[config.mk]
export PLATFORM = sky130hd
export DESIGN_NAME = seg_scan_ctrl
export DESIGN_NICKNAME = d
export VERILOG_FILES = /design/src/rtl/seg_scan_ctrl.sv
export SDC_FILE = /design/constraint.sdc
export NUM_CORES = 1
export LEC_CHECK = 0
export CORE_AREA = 2 2 66 68
export DETAILED_ROUTE_END_ITERATION = 10
export DIE_AREA = 0 0 68 70
export SYNTH_ARGS = -nofsm -noshare
export SYNTH_HDL_FRONTEND = slang
export SYNTH_SLANG_ARGS = --single-unit
export TNS_END_PERCENT = 1
[constraint.sdc]
create_clock -name clk -period 2.1 [get_ports clk]
set_input_delay 0.42 -clock clk [delete_from_list [all_inputs] [get_ports clk]]
set_output_delay 0.42 -clock clk [all_outputs]
set_load 0.01 [all_outputs]
[src/rtl/seg_scan_ctrl.sv]
// rtl/seg_scan_ctrl.sv - four-digit seven-segment scan controller
// Rotates an active-low anode select and swaps the displayed value only at frame boundaries.
module seg_scan_ctrl #(
  parameter int unsigned CLK_DIV = 50000
) (
  input  logic       clk,
  input  logic       rst_n,
  input  logic [7:0] data_in,
  input  logic       load,
  input  logic       blank,
  output logic [7:0] data_out,
  output logic [3:0] anodes,
  output logic       frame_tick,
  output logic       pending
);

  localparam int unsigned CNT_W = (CLK_DIV > 1) ? $clog2(CLK_DIV) : 1;
  localparam logic [CNT_W-1:0] DIV_LAST = CNT_W'(CLK_DIV - 1);

  typedef enum logic [1:0] {D0, D1, D2, D3} digit_t;

  digit_t           state;
  digit_t           state_nxt;
  logic [CNT_W-1:0] div_cnt;
  logic             tick;
  logic             boundary;
  logic [7:0]       pend_reg;
  logic [3:0]       anode_nxt;

  assign tick     = (div_cnt == DIV_LAST);
  assign boundary = tick && (state == D3);

  always_ff @(posedge clk) begin
    if (!rst_n) begin
      div_cnt <= '0;
    end else if (tick) begin
      div_cnt <= '0;
    end else begin
      div_cnt <= div_cnt + 1'b1;
    end
  end

  always_ff @(posedge clk) begin
    if (!rst_n) begin
      state <= D0;
    end else begin
      state <= state_nxt;
    end
  end

  // Anode pattern is decoded from the next state so the register lands with the digit change.
  always_comb begin
    state_nxt = state;
    anode_nxt = 4'b1110;
    if (tick) begin
      case (state)
        D0:      state_nxt = D1;
        D1:      state_nxt = D2;
        D2:      state_nxt = D3;
        D3:      state_nxt = D0;
        default: state_nxt = D0;
      endcase
    end
    case (state_nxt)
      D0:      anode_nxt = 4'b1110;
      D1:      anode_nxt = 4'b1101;
      D2:      anode_nxt = 4'b1011;
      D3:      anode_nxt = 4'b0111;
      default: anode_nxt = 4'b1110;
    endcase
  end

  always_ff @(posedge clk) begin
    if (!rst_n) begin
      anodes     <= blank ? 4'b1111 : 4'b1110;
      frame_tick <= 1'b0;
    end else begin
      anodes     <= blank ? 4'b1111 : anode_nxt;
      frame_tick <= boundary;
    end
  end

  // A load coinciding with the boundary bypasses the buffer so it is not held a whole frame.
  always_ff @(posedge clk) begin
    if (!rst_n) begin
      data_out <= 8'h00;
      pend_reg <= 8'h00;
      pending  <= 1'b0;
    end else begin
      if (load) begin
        pend_reg <= data_in;
      end
      if (boundary) begin
        pending <= 1'b0;
        if (load) begin
          data_out <= data_in;
        end else if (pending) begin
          data_out <= pend_reg;
        end
      end else if (load) begin
        pending <= 1'b1;
      end
    end
  end

endmodule

Yosys cells after proc, flatten, opt, wreduce, memory -nomap -nowiden:

Index checks and enable logic that the tools add are counted.

* flip-flop bits (word level): 40
* latch bits: 0
* memory bits (writable): 0
* memory bits (read-only): 0
* bits of input ports: 12
* output and inout bits: 14
* word-level logic and storage cells: 31
* memories: 0

* $add $sub $neg: 1
* multipliers: 0
* divide/modulo/power cells: 0
* $lt $le $gt $ge: 0
* equality and inequality tests: 7
* shift operators: 0
* multiplexer cells: 8
* bitwise operators: 1
* reduce and logical (&&, ||, !) cells: 7

Operators by type and width (count)
* 16-bit by 1-bit adder with 16-bit output (second input constant): 1
* 16-bit equality test (second input constant): 1
* 8-bit 2-to-1 mux: 2
* 4-bit one-hot mux with 4 select lines: 1
* 2-bit equality test (second input constant): 4
* 4-bit 2-to-1 mux: 2
* 2-bit one-hot mux with 4 select lines: 1
* 2-bit by 1-bit equality test with 1-bit output (second input constant): 2
* 2-bit logical NOT: 2
* 2-bit OR reduction: 2
* 2-bit 2-to-1 mux: 1
* 2-bit AND reduction: 1
* 2-bit nonzero test: 1
* 1-bit logical AND: 1
* 1-bit 2-to-1 mux: 1
* 1-bit NOT: 1

Logic depth before layout (Yosys ltp):

Gate-level depths: netlist (run 1).

* word-level depth: 7
* gate-level depth with buffers: 6
* depth with buffers taken out: 6

Worst setup path before layout (run 1):

No wires, ideal clock.

* path type: register -> register
* from: register div_cnt[0]
* to: register data_out[0]
* library setup time: 0.121 ns
* arrival: 1.592 ns
* data required time: 1.979 ns
* slack: 0.387 ns
* cell stages (with the launch flop): 6
* path buffers: 0
* clock period less this slack: 1.713 ns
* path through: dfxtp_1 ha_1 nand3_1 nand4b_1 nor2_2 mux2_2

* cells in the longest elaborated chain, start to end: 3

RTL lines
* from (decl): RTL line 24 `logic [CNT_W-1:0] div_cnt;`
* from (signal assigned): RTL line 39 `div_cnt <= div_cnt + 1'b1;`
* 16-bit equality test: RTL line 30 `assign tick = (div_cnt == DIV_LAST);`
* 1-bit logical AND: RTL line 31 `assign boundary = tick && (state == D3);`
* 2-bit AND reduction (no line)
* to (signal assigned): RTL line 96 `data_out <= data_in;`
* to (signal assigned): RTL line 98 `data_out <= pend_reg;`
* to (decl): RTL line 11 `output logic [7:0] data_out,`

No other way between the ends.
A chain may end at the register's enable or synchronous reset.

Worst setup path in the final report (run 1):

* from: register div_cnt[0]
* to: register data_out[4]

The elaborated chain is that of the path after synthesis.

==> results of run 1 <==
worst paths after layout:
check	startpoint	end	slack (ns)
max reg2reg	div_cnt[0]	data_out[4]	0.23
min reg2reg	div_cnt[0]	div_cnt[0]	0.48
min	div_cnt[0]	div_cnt[0]	0.48
max	div_cnt[0]	data_out[4]	0.23
area by class of cell:
type	count	share of cell area (%)
multi-input combinational	119	39.7
timing repair buffer	29	13.6
clock inverter	1	0.243
clock buffer	6	3.52
inverter	5	0.911
tap	52	3.16
sequential	40	38.9
layer usage:
layer  wire length (um)  vias to the layer above
met5                  0                        -
met4                 54                        0
met3                134                        6
met2               1390                       24
met1               1440                      561
li1                   -                      639
cells by family (layout without fill, tap and decap cells):
kind of cell	count (synthesis)	after routing	synth area share [%]
AO/OA/AOI/OAI	9	9	3.24
multiplexers	18	18	11.5
AND/OR/NAND/NOR	75	75	24.6
buffers and inverters	10	41	2.56
XOR/XNOR	13	13	6.86
flip-flops	40	40	48.2
adder cells (fa/ha/maj)	4	4	3.01
critical path, stage by stage (launching register included):
cell and delay (ns):
dfxtp_1 0.37, ha_1 0.24, nand3_1 0.12, nand4b_1 0.33, nor2_2 0.17, buf_4 0.17, mux2_2 0.34
metrics by stage:
| stage | utilization [%] | setup WS [ns] | cell area (um2) |
|---|---|---|---|
| final | 49.7 | 0.233 | 2060 |
| after global routing | 49.7 | 0.140 | 2060 |
| after CTS | 49.7 | 0.223 | 2060 |
| after detailed placement | 47.8 | 0.152 | 1980 |
| after global placement | 47.8 | 0.189 | 1980 |
| after floorplan | - | 0.387 | 1660 |
report_power, final:
group	internal, mW	switching (mW)
logic	0.0405	0.0314
registers	0.774	0.00778
clock network	0.226	0.254
synth_stat cells, drive strengths merged:
library cell   n
dfxtp         40
nor2          23
mux2i         10
and2           8
mux2           8
nand3          8
nand2          7
xnor2          7
and3           6
xor2           6
inv            5
buf            4
ha             4
nand4          4
nor2b          4
nor3           4
o21ai          4
a21oi          2
nor4           2
or4            2
a211oi         1
a31o           1
and4           1
and4bb         1
clkbuf         1
nand4b         1
nor3b          1
nor4b          1
nor4bb         1
o31ai          1
or3            1
cell usage in the layout (no fill, tap or decap), drive strengths merged:
cell / n
a211oi: 1
a21oi: 2
a31o: 1
and2: 8
and3: 6
and4: 1
and4bb: 1
buf: 4
clkbuf: 6
clkdlybuf4s50: 25
clkinv: 1
dfxtp: 40
ha: 4
inv: 5
mux2: 8
mux2i: 10
nand2: 7
nand3: 8
nand4: 4
nand4b: 1
nor2: 23
nor2b: 4
nor3: 4
nor3b: 1
nor4: 2
nor4b: 1
nor4bb: 1
o21ai: 4
o31ai: 1
or3: 1
or4: 2
xnor2: 7
xor2: 6
==> flow_summary.yaml, run 1 <==
timing:
  period_minus_slack_ns: 1.87
  finalSetupViolations: 0
  fin_skew_ns: 0.00523
  slew_headroom_pct: 65.2
  worstMarginPinSlew_ns: 0.520
  final_max_slew_viol_count: 0
  holdWs_ns: 0.479
  fin_setup_tns_ns: 0
  fmax_mhz: 536
  grt_setup_unrepaired: "no"
  hold_violations: 0
  period_share_pct: 88.9
place:
  port_buffers: 25
  gp_congestion: 0.780
  hpwl_mm: 2.22
  placedCellCount: 245
grt:
  busiest_layer: "met2"
  met1_usage_pct: 18.5
  grt_max_degree: 19
  grt.overflow.total: 0
  grt_antenna_before_repair: 0
  gr-usage-met2_pct: 20.8
  grt_pass1_vias: 1150
  track_usage_pct: 14.0
  grt_pass1_wl_mm: 5.09
  grt_use_met3_pct: 4.99
clock_network:
  cts-hold-fix-buffers: 0
  cts-root-buf: "clkbuf_8"
  cts_tree: "yes"
  ctsResizeCount: 0
  cts_setup_buffers: 0
  worst_skew_pair.late_latency_ns: 0.29
  cts.sinks: 40
  htreeDepth: 2
  path_clk_slew_ns: 0.08
  cts_buffer_depth: 2
  cts_buffers: 5
status:
  status: "complete, no violations"
worst_setup_path:
  crit_type: "register to register"
  reg2regPathDepth: 6
  startpoint_type: "register"
  endpoint_kind: "register"
  worstPathRequired_ns: 2.28
  crit_path_max_fanout: 8
  worstPathArrival_ns: 2.04
die:
  start_util_pct: 40.1
  rows: 24
  dieArea_um2: 4760
  io_pins: 26
  die_x_um: 68
  dieHeight_um: 70
  fp.coreArea_um2: 4140
routing:
  drc: 0
  drt_first_pass_iters: 4
  wl_per_cell_um: 12.0
  vias_per_cell: 4.88
  routed_wl_mm: 3.02
  dr_total_vias: 1230
  dr.first_iter.drc_count: 34
  ant_nets: 0
pwr:
  leakagePower_nw: 0.812
  total_power_mw: 1.33
  power_density_nw_per_um2: 648
  irDropWorstVdd_uv: 364
logic_synthesis:
  syn_inst: 169
  ys_ff_latch: 40
  synth_warnings: 0
  synth.area.top_cells: "dfxtp_1 48%, mux2i_1 6.0%, mux2_2 5.4%"
  synth_area_leader_cell: "dfxtp_1"
  netlist-cell-type-count: 32
  synth_nets: 185
  seq_area_frac_synth_pct: 48.2
  syn_avg_cell_area_um2: 9.82
  yosys.area.top_type_share_pct: 48.2
  syn_area_um2: 1660
layout:
  num-fill-cells: 401
  area_delta_synth_final_pct: 24.0
  ff_latch_area_um2: 801
  drive_gt1_share_pct: 10.5
  largest_reg_flops: 16
  multi_input_area_um2: 817
  stdcell_count: 252
  finalNetCount: 216
  n_antenna_cell: 0
hold_path:
  min_path_cells: 1
  hp-class: "register to register"
run:
  maxCapViolations: 0
Power figures use the tool's default switching activity.
==> run 2: changes to the inputs <==
--- a/config.mk
+++ b/config.mk
@@ -6,6 +6,7 @@
 export NUM_CORES = 1
 export LEC_CHECK = 0
 export CORE_AREA = 2 2 66 68
+export CTS_CLUSTER_DIAMETER = 30
 export DETAILED_ROUTE_END_ITERATION = 10
 export DIE_AREA = 0 0 68 70
 export SYNTH_ARGS = -nofsm -noshare
==> results of run 2 <==
The final DEF is identical to that of run 1; final timing and power are the same.
